--- src/rtl/colorclk_pkg.sv ---
// Shared definitions for the colour-subcarrier mode scheduler: FSM encoding,
// DDS increment width, default increments and the {altern,mode} table index.
package colorclk_pkg;

  localparam int INC_W = 29;

  // Scheduler states (plain constants so legacy tools can read them)
  localparam logic [1:0] ST_IDLE      = 2'd0;
  localparam logic [1:0] ST_WAIT_EDGE = 2'd1;
  localparam logic [1:0] ST_SWITCH    = 2'd2;
  localparam logic [1:0] ST_SETTLE    = 2'd3;

  // Default increments, Fout = Fclk*inc/2^29
  localparam logic [INC_W-1:0] INC_PAL_140  = 29'd68008027;
  localparam logic [INC_W-1:0] INC_NTSC_140 = 29'd54907245;
  localparam logic [INC_W-1:0] INC_PAL_156  = 29'd60935192;
  localparam logic [INC_W-1:0] INC_NTSC_156 = 29'd49196892;

  // Table index: bit 1 = clock source, bit 0 = standard
  function automatic logic [1:0] tbl_idx(input logic altern, input logic mode);
    return {altern, mode};
  endfunction

  function automatic logic [INC_W-1:0] default_inc(input logic [1:0] idx);
    case (idx)
      2'b00:   return INC_PAL_140;
      2'b01:   return INC_NTSC_140;
      2'b10:   return INC_PAL_156;
      default: return INC_NTSC_156;
    endcase
  endfunction

endpackage

--- src/rtl/colorclk_if.sv ---
// Config-side request/ack handshake, table write port and DDS link bundled
// into one interface. master = config logic / DDS, slave = scheduler.
interface colorclk_if;
  import colorclk_pkg::*;

  logic             req;
  logic             req_mode;
  logic             req_altern;
  logic             ack;
  logic             busy;
  logic             acc_msb;
  logic [INC_W-1:0] prescaler;
  logic             mode_cur;
  logic             altern_cur;
  logic             locked;
  logic             cfg_we;
  logic [1:0]       cfg_sel;
  logic [INC_W-1:0] cfg_data;

  modport master (
    output req, req_mode, req_altern, acc_msb, cfg_we, cfg_sel, cfg_data,
    input  ack, busy, prescaler, mode_cur, altern_cur, locked
  );

  modport slave (
    input  req, req_mode, req_altern, acc_msb, cfg_we, cfg_sel, cfg_data,
    output ack, busy, prescaler, mode_cur, altern_cur, locked
  );

endinterface

--- src/rtl/colorclk_edge_det.sv ---
// Falling-edge detector on the DDS accumulator MSB. acc_msb comes from the
// same clock domain, so two plain flops are enough (no synchroniser).
module colorclk_edge_det (
  input  logic clk,
  input  logic reset,
  input  logic i_msb,
  output logic o_fall
);

  logic r_msb_p0;
  logic r_msb_p1;

  // Stage p0: registered MSB; stage p1: previous registered MSB
  always_ff @(posedge clk) begin
    if (reset) begin
      r_msb_p0 <= 1'b0;
      r_msb_p1 <= 1'b0;
    end else begin
      r_msb_p0 <= i_msb;
      r_msb_p1 <= r_msb_p0;
    end
  end

  assign o_fall = r_msb_p1 & ~r_msb_p0;

endmodule

--- src/rtl/colorclk_mode_sched.sv ---
// Colour-clock mode scheduler: accepts mode/clock-source change requests,
// waits for an accumulator MSB falling edge (or a timeout) so the increment
// swap is glitch-free, then reports lock after a settle interval.
module colorclk_mode_sched
  import colorclk_pkg::*;
#(
  parameter int SETTLE_CYCLES = 1024,
  parameter int EDGE_TIMEOUT  = 4096
) (
  input logic       clk,
  input logic       reset,
  colorclk_if.slave bus
);

  localparam int SW = $clog2(SETTLE_CYCLES + 1);
  localparam int WW = $clog2(EDGE_TIMEOUT + 1);
  localparam logic [SW-1:0] SETTLE_LAST = SW'(SETTLE_CYCLES - 1);
  localparam logic [WW-1:0] WAIT_LAST   = WW'(EDGE_TIMEOUT - 1);

  logic [1:0]       r_state;
  logic [1:0]       r_lat;
  logic             r_noop;
  logic             r_ack;
  logic             r_busy;
  logic             r_locked;
  logic             r_mode_cur;
  logic             r_altern_cur;
  logic [INC_W-1:0] r_prescaler;
  logic [INC_W-1:0] r_table [4];
  logic [SW-1:0]    r_settle_cnt;
  logic [WW-1:0]    r_wait_cnt;

  logic w_fall;
  logic w_accept;
  logic w_same;

  colorclk_edge_det u_edge (
    .clk   (clk),
    .reset (reset),
    .i_msb (bus.acc_msb),
    .o_fall(w_fall)
  );

  assign w_accept = bus.req & ~r_busy &
                    ((r_state == ST_IDLE) || (r_state == ST_SETTLE));
  assign w_same   = (tbl_idx(bus.req_altern, bus.req_mode) ==
                     tbl_idx(r_altern_cur, r_mode_cur));

  // Request FSM, increment table and settle/wait counters
  always_ff @(posedge clk) begin
    if (reset) begin
      r_state      <= ST_SETTLE;
      r_lat        <= 2'b00;
      r_noop       <= 1'b0;
      r_ack        <= 1'b0;
      r_busy       <= 1'b0;
      r_locked     <= 1'b0;
      r_mode_cur   <= 1'b0;
      r_altern_cur <= 1'b0;
      r_prescaler  <= INC_PAL_140;
      r_settle_cnt <= '0;
      r_wait_cnt   <= '0;
      for (int i = 0; i < 4; i++) r_table[i] <= default_inc(2'(i));
    end else begin
      r_ack <= 1'b0;

      // A zero increment would stop the DDS, so such writes are dropped
      if (bus.cfg_we && (bus.cfg_data != '0)) r_table[bus.cfg_sel] <= bus.cfg_data;

      // Same-mode request: acknowledge one cycle after acceptance
      if (r_noop) begin
        r_noop <= 1'b0;
        r_ack  <= 1'b1;
        r_busy <= 1'b0;
      end

      case (r_state)
        ST_IDLE, ST_SETTLE: begin
          if (r_state == ST_SETTLE) begin
            if (r_settle_cnt == SETTLE_LAST) begin
              r_locked <= 1'b1;
              r_state  <= ST_IDLE;
            end else begin
              r_settle_cnt <= r_settle_cnt + SW'(1);
            end
          end
          if (w_accept) begin
            r_lat  <= tbl_idx(bus.req_altern, bus.req_mode);
            r_busy <= 1'b1;
            if (w_same) begin
              r_noop <= 1'b1;
            end else begin
              // Lock status is held as-is until the actual switch
              r_locked   <= r_locked;
              r_state    <= ST_WAIT_EDGE;
              r_wait_cnt <= '0;
            end
          end
        end
        ST_WAIT_EDGE: begin
          if (w_fall || (r_wait_cnt == WAIT_LAST)) begin
            r_state <= ST_SWITCH;
          end else begin
            r_wait_cnt <= r_wait_cnt + WW'(1);
          end
        end
        ST_SWITCH: begin
          r_prescaler  <= r_table[r_lat];
          r_altern_cur <= r_lat[1];
          r_mode_cur   <= r_lat[0];
          r_locked     <= 1'b0;
          r_ack        <= 1'b1;
          r_busy       <= 1'b0;
          r_settle_cnt <= '0;
          r_state      <= ST_SETTLE;
        end
        default: r_state <= ST_SETTLE;
      endcase
    end
  end

  assign bus.ack        = r_ack;
  assign bus.busy       = r_busy;
  assign bus.prescaler  = r_prescaler;
  assign bus.mode_cur   = r_mode_cur;
  assign bus.altern_cur = r_altern_cur;
  assign bus.locked     = r_locked;

endmodule
--- src/flat_wrapper.sv ---
// flat-port wrapper written by rule: the top's interface ports become plain ports
module colorclk_mode_sched_flat import colorclk_pkg::*;
#(
  parameter int SETTLE_CYCLES = 1024,
  parameter int EDGE_TIMEOUT  = 4096
)
  (clk, reset, bus_req, bus_req_mode, bus_req_altern, bus_acc_msb, bus_cfg_we, bus_cfg_sel, bus_cfg_data, bus_ack, bus_busy, bus_prescaler, bus_mode_cur, bus_altern_cur, bus_locked);
  colorclk_if bus_i ();
  input logic clk;
  input logic reset;
  input wire logic [$bits(bus_i.req)-1:0] bus_req;
  input wire logic [$bits(bus_i.req_mode)-1:0] bus_req_mode;
  input wire logic [$bits(bus_i.req_altern)-1:0] bus_req_altern;
  input wire logic [$bits(bus_i.acc_msb)-1:0] bus_acc_msb;
  input wire logic [$bits(bus_i.cfg_we)-1:0] bus_cfg_we;
  input wire logic [$bits(bus_i.cfg_sel)-1:0] bus_cfg_sel;
  input wire logic [$bits(bus_i.cfg_data)-1:0] bus_cfg_data;
  output wire logic [$bits(bus_i.ack)-1:0] bus_ack;
  output wire logic [$bits(bus_i.busy)-1:0] bus_busy;
  output wire logic [$bits(bus_i.prescaler)-1:0] bus_prescaler;
  output wire logic [$bits(bus_i.mode_cur)-1:0] bus_mode_cur;
  output wire logic [$bits(bus_i.altern_cur)-1:0] bus_altern_cur;
  output wire logic [$bits(bus_i.locked)-1:0] bus_locked;
  assign bus_i.req = bus_req;
  assign bus_i.req_mode = bus_req_mode;
  assign bus_i.req_altern = bus_req_altern;
  assign bus_i.acc_msb = bus_acc_msb;
  assign bus_i.cfg_we = bus_cfg_we;
  assign bus_i.cfg_sel = bus_cfg_sel;
  assign bus_i.cfg_data = bus_cfg_data;
  assign bus_ack = bus_i.ack;
  assign bus_busy = bus_i.busy;
  assign bus_prescaler = bus_i.prescaler;
  assign bus_mode_cur = bus_i.mode_cur;
  assign bus_altern_cur = bus_i.altern_cur;
  assign bus_locked = bus_i.locked;
  colorclk_mode_sched #(.SETTLE_CYCLES(SETTLE_CYCLES), .EDGE_TIMEOUT(EDGE_TIMEOUT)) u_core (.clk(clk), .reset(reset), .bus(bus_i));
endmodule
--- config.mk ---
export PLATFORM = sky130hd
export DESIGN_NAME = colorclk_mode_sched_flat
export DESIGN_NICKNAME = d
export VERILOG_FILES = /design/src/rtl/colorclk_pkg.sv /design/src/rtl/colorclk_if.sv /design/src/rtl/colorclk_edge_det.sv /design/src/rtl/colorclk_mode_sched.sv /design/src/flat_wrapper.sv
export SDC_FILE = /design/constraint.sdc
export NUM_CORES = 1
export LEC_CHECK = 0
export ABC_AREA = 1
export BUFFER_PORTS_ARGS = -buffer_cell sky130_fd_sc_hd__buf_2
export CORE_ASPECT_RATIO = 1.4
export CORE_UTILIZATION = 45
export DETAILED_ROUTE_END_ITERATION = 10
export PLACE_DENSITY = 0.74
export SLEW_MARGIN = 20
export SYNTH_ARGS = -nofsm -noshare
export SYNTH_HDL_FRONTEND = slang
export SYNTH_HIERARCHICAL = 1
export SYNTH_SLANG_ARGS = --single-unit
--- constraint.sdc ---
create_clock -name clk -period 4.9 [get_ports clk]
set_input_delay 0 -clock clk [delete_from_list [all_inputs] [get_ports clk]]
set_output_delay 0 -clock clk [all_outputs]
set_load 0.05 [all_outputs]
==> After elaboration in Yosys (flattened, before gate mapping) <==
Memories as Yosys holds them, arrays and structs flattened. A register that Yosys moved wholly into a read port is not among the register bits.
Cells that the tools add are included.
Widths: inputs -> output; s select.
{ "word_totals": {"in_bits": 38, "mem_bits_rw": 116, "register_bits": 36, "mem_count": 1} }
{ "memory_table": {"columns": ["memory", "depth", "word_bits", "read_ports", "rd_clocked_by_memory_dff", "write_ports", "line_no", "text"], "rows": [
  ["u_core.r_table", 4, 29, 1, 1, 4, "colorclk_mode_sched.sv:29", "logic [INC_W-1:0] r_table [4];"]
]} }
{ "classes": {"reduce_logical": 14, "muxes": 36, "n_bitwise": 7, "n_addsub": 2, "n_eq_ne": 13} }
{ "op_table": {"columns": ["operator", "count"], "rows": [
  ["$mux 29", 5],
  ["$mux 13", 3],
  ["$reduce_bool 29->1", 1],
  ["$reduce_or 29->1", 1],
  ["$pmux 13 s2", 1],
  ["$mux 11", 2],
  ["$pmux 11 s2", 1],
  ["$mux 1", 15],
  ["$add 13x1->13 const B", 1],
  ["$eq 13x12->1 const B", 1],
  ["$mux 2", 6],
  ["$add 11x1->11 const B", 1],
  ["$eq 11x10->1 const B", 1],
  ["$ne 2x1->1 const B", 3],
  ["$ne 2x2->1 const B", 3],
  ["$pmux 2 s3", 1],
  ["$eq 2x2->1 const B", 2],
  ["$not 1->1", 4],
  ["$pmux 1 s2", 2],
  ["$reduce_and 2->1", 2],
  ["$reduce_and 4->1", 1],
  ["$reduce_bool 2->1", 2],
  ["$and 1x1->1", 3],
  ["$ne 3x3->1 const B", 1],
  ["other kinds (8)", 9]
]} }

==> Longest topological paths before layout <==
{ "depth": {"word_depth": 7, "mapped_depth": 11} }

==> By module <==
The synthesis kept the hierarchy.
{ "modules_own_cells": {"columns": ["mod", "instances", "seq_area_each_um2", "cells_each", "area_each_um2"], "rows": [
  ["colorclk_mode_sched", 1, 4744.6, 929, 8189.1],
  ["colorclk_edge_det", 1, 40.0, 8, 65.1]
]} }

==> Least setup slack after synthesis <==
No wires, ideal clock.
{ "synth_timing": {"path_kind": "input port to flip-flop", "startpoint": "input bus_cfg_data[28]", "endpoint": "memory u_core.r_table[2][0], enable pin", "path_slack_ns": 3.006, "setup_time_ns": 0.458, "stages": 8, "required_ns": 4.442, "arrival_time_ns": 1.436, "path_cell_list": "inv_1 > nand3_1 > nor2_1 > nand2_1 > o21a_1 > nand4_2 > buf_2 > nand2_1"} }
{ "synth_lines": {"columns": ["item", "line_no", "text"], "rows": [
  ["start: declaration", "flat_wrapper.sv:17", "input wire logic [$bits(bus_i.cfg_data)-1:0] bus_cfg_data;"],
  ["end: declaration", "colorclk_mode_sched.sv:29", null]
]} }

==> summary.md <==
| Metric | Value |
|---|---|
| Cell Pwr Density | 476.9 nW/µm² |
| Synthesized Nets | slightly below 1,000 |
| Worst setup SP type | input port |
| Comb power frac | 31.0% |
| Clk root buf | clkbuf_16 |
| Final net count | about 1,100 |
| CTS buffer count | 17 |
| Clk_lat worst skew | 0.42 ns |
| Worst-path clk slew | 0.07 ns |
| Wire length per cell | between 15 and 20 µm |
| Post-CTS sizing | 0 |
| Most common cell after layout, fill and taps aside | nor2_1 |
| Finish-stage setup viols | 0 |
| Count of pins over their slew limit | 0 |
| CP required | about 5.0 ns |
| Largest net degree at the start of global routing | 61 |
| Clock share of power | between 20% and 30% |
| Number of global-route vias before repair | 6,372 |
| Area share of the largest cell type after synthesis | 42.20% |
| Flop2flop setup slack | between 2 and 3 ns |
| Initial Util | 45.86% |
| Switching portion of total power | 36.87% |
| Row cnt | 58 |
| Fmax | 0.3205 GHz |
| Most frequent cells in the layout | nor2_1, nand2_1, edfxtp_1, inv_1, buf_2 |
| Post-Syn Area | 8254 µm² |
| Outcome | completed |
| Sw power | between 1500 and 2000 µW |
| YS warnings | 6 |
| Detailed Place HPWL | 12,780 µm |
| Die area | 18,900 µm² |
| Worst min path class | in2reg |
| WS Path Type | in2reg |
| 1st-pass router iterations | 6 |
| I/O pin total | 72 |
| Layout cells sized above 1 | between 10% and 20% |
| DRC | 0 |
| Post-synthesis sequential area ratio | 57.97% |
| Final hold violations | 0 |
| Total Routed Length | 20,220 µm |
| Post-CTS Setup Bufs | 0 |
| Place WS | 1.951 ns |
| Average size of a mapped cell | 8.809 µm² |
| Setup TNS | 0 ns |
| Clock buffer depth | 2 |
| Worst Path Max Fanout | 18 |
| #FFs+latches synth | between 150 and 200 |
| Clk_skew | 0.007356 ns |
| Starting DRT DRC Count | 571 |
| First-pass GRT wire length | around 32,000 µm |
| Placed cell areas | 8791 µm² |
| Max-cap violation count | 0 |
| Via count | approximately 6,700 |
| Leak Pwr | 0.003901 µW |
| Final Critical Period | around 3.1 ns |
| Die H | 162.3 µm |
| RR Startpoint | u_core/r_lat[0]$_SDFFE_PP0P_ |
| Fill cells | 1,681 |
| Slew HR | 29.35% |
| Measured slew at the worst slew-check pin | 1.059 ns |
| Worst reg-to-reg path cell count | 6 |
| Post-synth top area cell | edfxtp_1 |
| Final Cycle Share | 63.67% |
| Total GRT Usage | 22.41% |
| Via density | ~5.2 |
| # hold bufs at CTS | 36 |
| Worst Setup EP | u_core/r_table[1][12]$_SDFFCE_PN1P_ |
| Antenna Nets Post-Route | 0 |
| Synth top area cells | edfxtp_1, dfxtp_1, nor2_1, nand2_1, nand3_1 |
| Cell area after layout | ~10000 µm² |
| RSZ-0062 raised after global routing | no |
| RePlAce Congestion | 0.8057 |
| Die width | about 120 µm |
| Final setup margin | around 1.8 ns |
| Cells after Synth | roughly 940 |
| Reg2reg end | u_core/bus.prescaler[27]$_SDFFE_PP0P_ |
| Critical Path Source | bus_cfg_data[13] |
| Int Pwr | 2925 µW |
| CTS tree | yes |
| Distinct cells, synth | 36 |
| Multi-input logic area | 2933 µm² |
| CTS HTree Levels | 4 |
| Peak supply drop | roughly 0.00027 V |
| Global route overflow | 0 |
| Core Area | between 15,000 and 20,000 µm² |
| Worst path arrival time | 3.22 ns |
| CTS Sinks | 181 |
| Sequential power share | roughly 41% |
| PortBufs | roughly 70 |
| Initial antenna violation count | 0 |
| Ant diodes | 0 |
| Register area | between 4000 and 5000 µm² |
| Layout area overhead | 17.72% |
| Worst setup EP type | flip-flop |
[power by group through the flow]
stage                     Sequential [µW]  Clock [µW]  Combinational [µW]
final                                1890        1300                1440
after CTS                            1890        1330                1430
after global placement               1920           0                1390
after floorplan                      2180           0                 814
after detailed placement             1930           0                1410
after global routing                 1910        1380                1580
[through the flow]
step / util (%) / instances / power, µW / hold slack, ns
CTS: 53.99 / 1280 / 4655 / 0.1906
global placement: 48.85 / 1212 / 3313 / 0.2116
detailed placement: 48.85 / 1212 / 3330 / 0.2190
global route: 53.99 / 1280 / 4881 / 0.2194
finish: 53.99 / 1280 / 4634 / 0.2114
floorplan: - / 937 / 2994 / 0.06687
[critical path, stage by stage]
cell and delay (ns):
dlygate4sd3_1 0.53, buf_2 0.11, nor2_1 0.04, nand2_1 0.13, nor2_1 0.10, nand4_1 0.12
nand3_2 0.32, inv_2 0.46, nand2_2 0.38, nand2_1 0.63, buf_4 0.38
[worst min-delay path by stage]
stage	depth (start not counted)	endpoint	start	slack (ns)
after floorplan	1	u_core/u_edge/r_msb_p1$_SDFF_PP0_	reset	0.07
after CTS	3	u_core/r_table[3][0]$_DFFE_PP_	bus_cfg_we	0.19
after global routing	3	u_core/r_table[3][7]$_DFFE_PP_	bus_cfg_we	0.22
final	3	u_core/r_table[3][26]$_DFFE_PP_	bus_cfg_we	0.21
after global placement	3	u_core/u_edge/r_msb_p0$_SDFF_PP0_	bus_acc_msb	0.21
after detailed placement	3	u_core/u_edge/r_msb_p0$_SDFF_PP0_	bus_acc_msb	0.22
[metal layers]
metal	up-vias	GRT usage, %	routed length, µm
li1	3292	-	-
met5	-	0	0
met1	3128	27.15	8252
met2	236	37.71	10270
met4	0	10.55	493
met3	36	4.590	1211
[area by class of cell]
| cell class | count | area share [%] |
|---|---|---|
| clock buffer | 19 | 4.455 |
| clock inverter | 13 | 1.365 |
| inverter | 89 | 3.438 |
| multi-input combinational | 620 | 30.18 |
| sequential | 181 | 49.25 |
| tap | 240 | 3.090 |
| timing repair buffer | 118 | 8.215 |
[logic make-up (layout without fill, tap and decap cells)]
family | Yosys count | count (layout) | share of synthesized area, %
and+or+nand+nor | 459 | 459 | 23.68
DFF | 181 | 181 | 57.97
adders and majority gates | 6 | 6 | 0.9095
xor gates and xnor gates | 3 | 3 | 0.3184
buffers and inverters | 136 | 239 | 6.503
AOI/OAI and AO/OA | 152 | 152 | 10.63
[cells in the mapped netlist, drive strengths merged]
library cell and number:
nor2 206, nand2 169, edfxtp 116, inv 88
dfxtp 65, nand3 65, o21ai 63, a21oi 59
clkbuf 31, buf 16, o22ai 15, nand4 14
a221o 9, ha 6, nor3 4, xor2 3
o21bai 2, a221oi 1, a31oi 1, clkinv 1
nor3b 1, o211ai 1, o21a 1
[sequential cells by signal (all words and copies together), names as in the netlist]
register	cells
u_core/bus.busy	1
u_core/bus.ack	1
u_core/bus.altern_cur	1
u_core/r_noop	1
u_core/bus.mode_cur	1
u_core/u_edge/r_msb_p0	1
u_core/r_table	116
u_core/r_lat	2
u_core/bus.locked	1
u_core/bus.prescaler	29
u_core/u_edge/r_msb_p1	1
u_core/r_settle_cnt	11
u_core/r_state	2
u_core/r_wait_cnt	13
(Power assumes the default switching activity.)
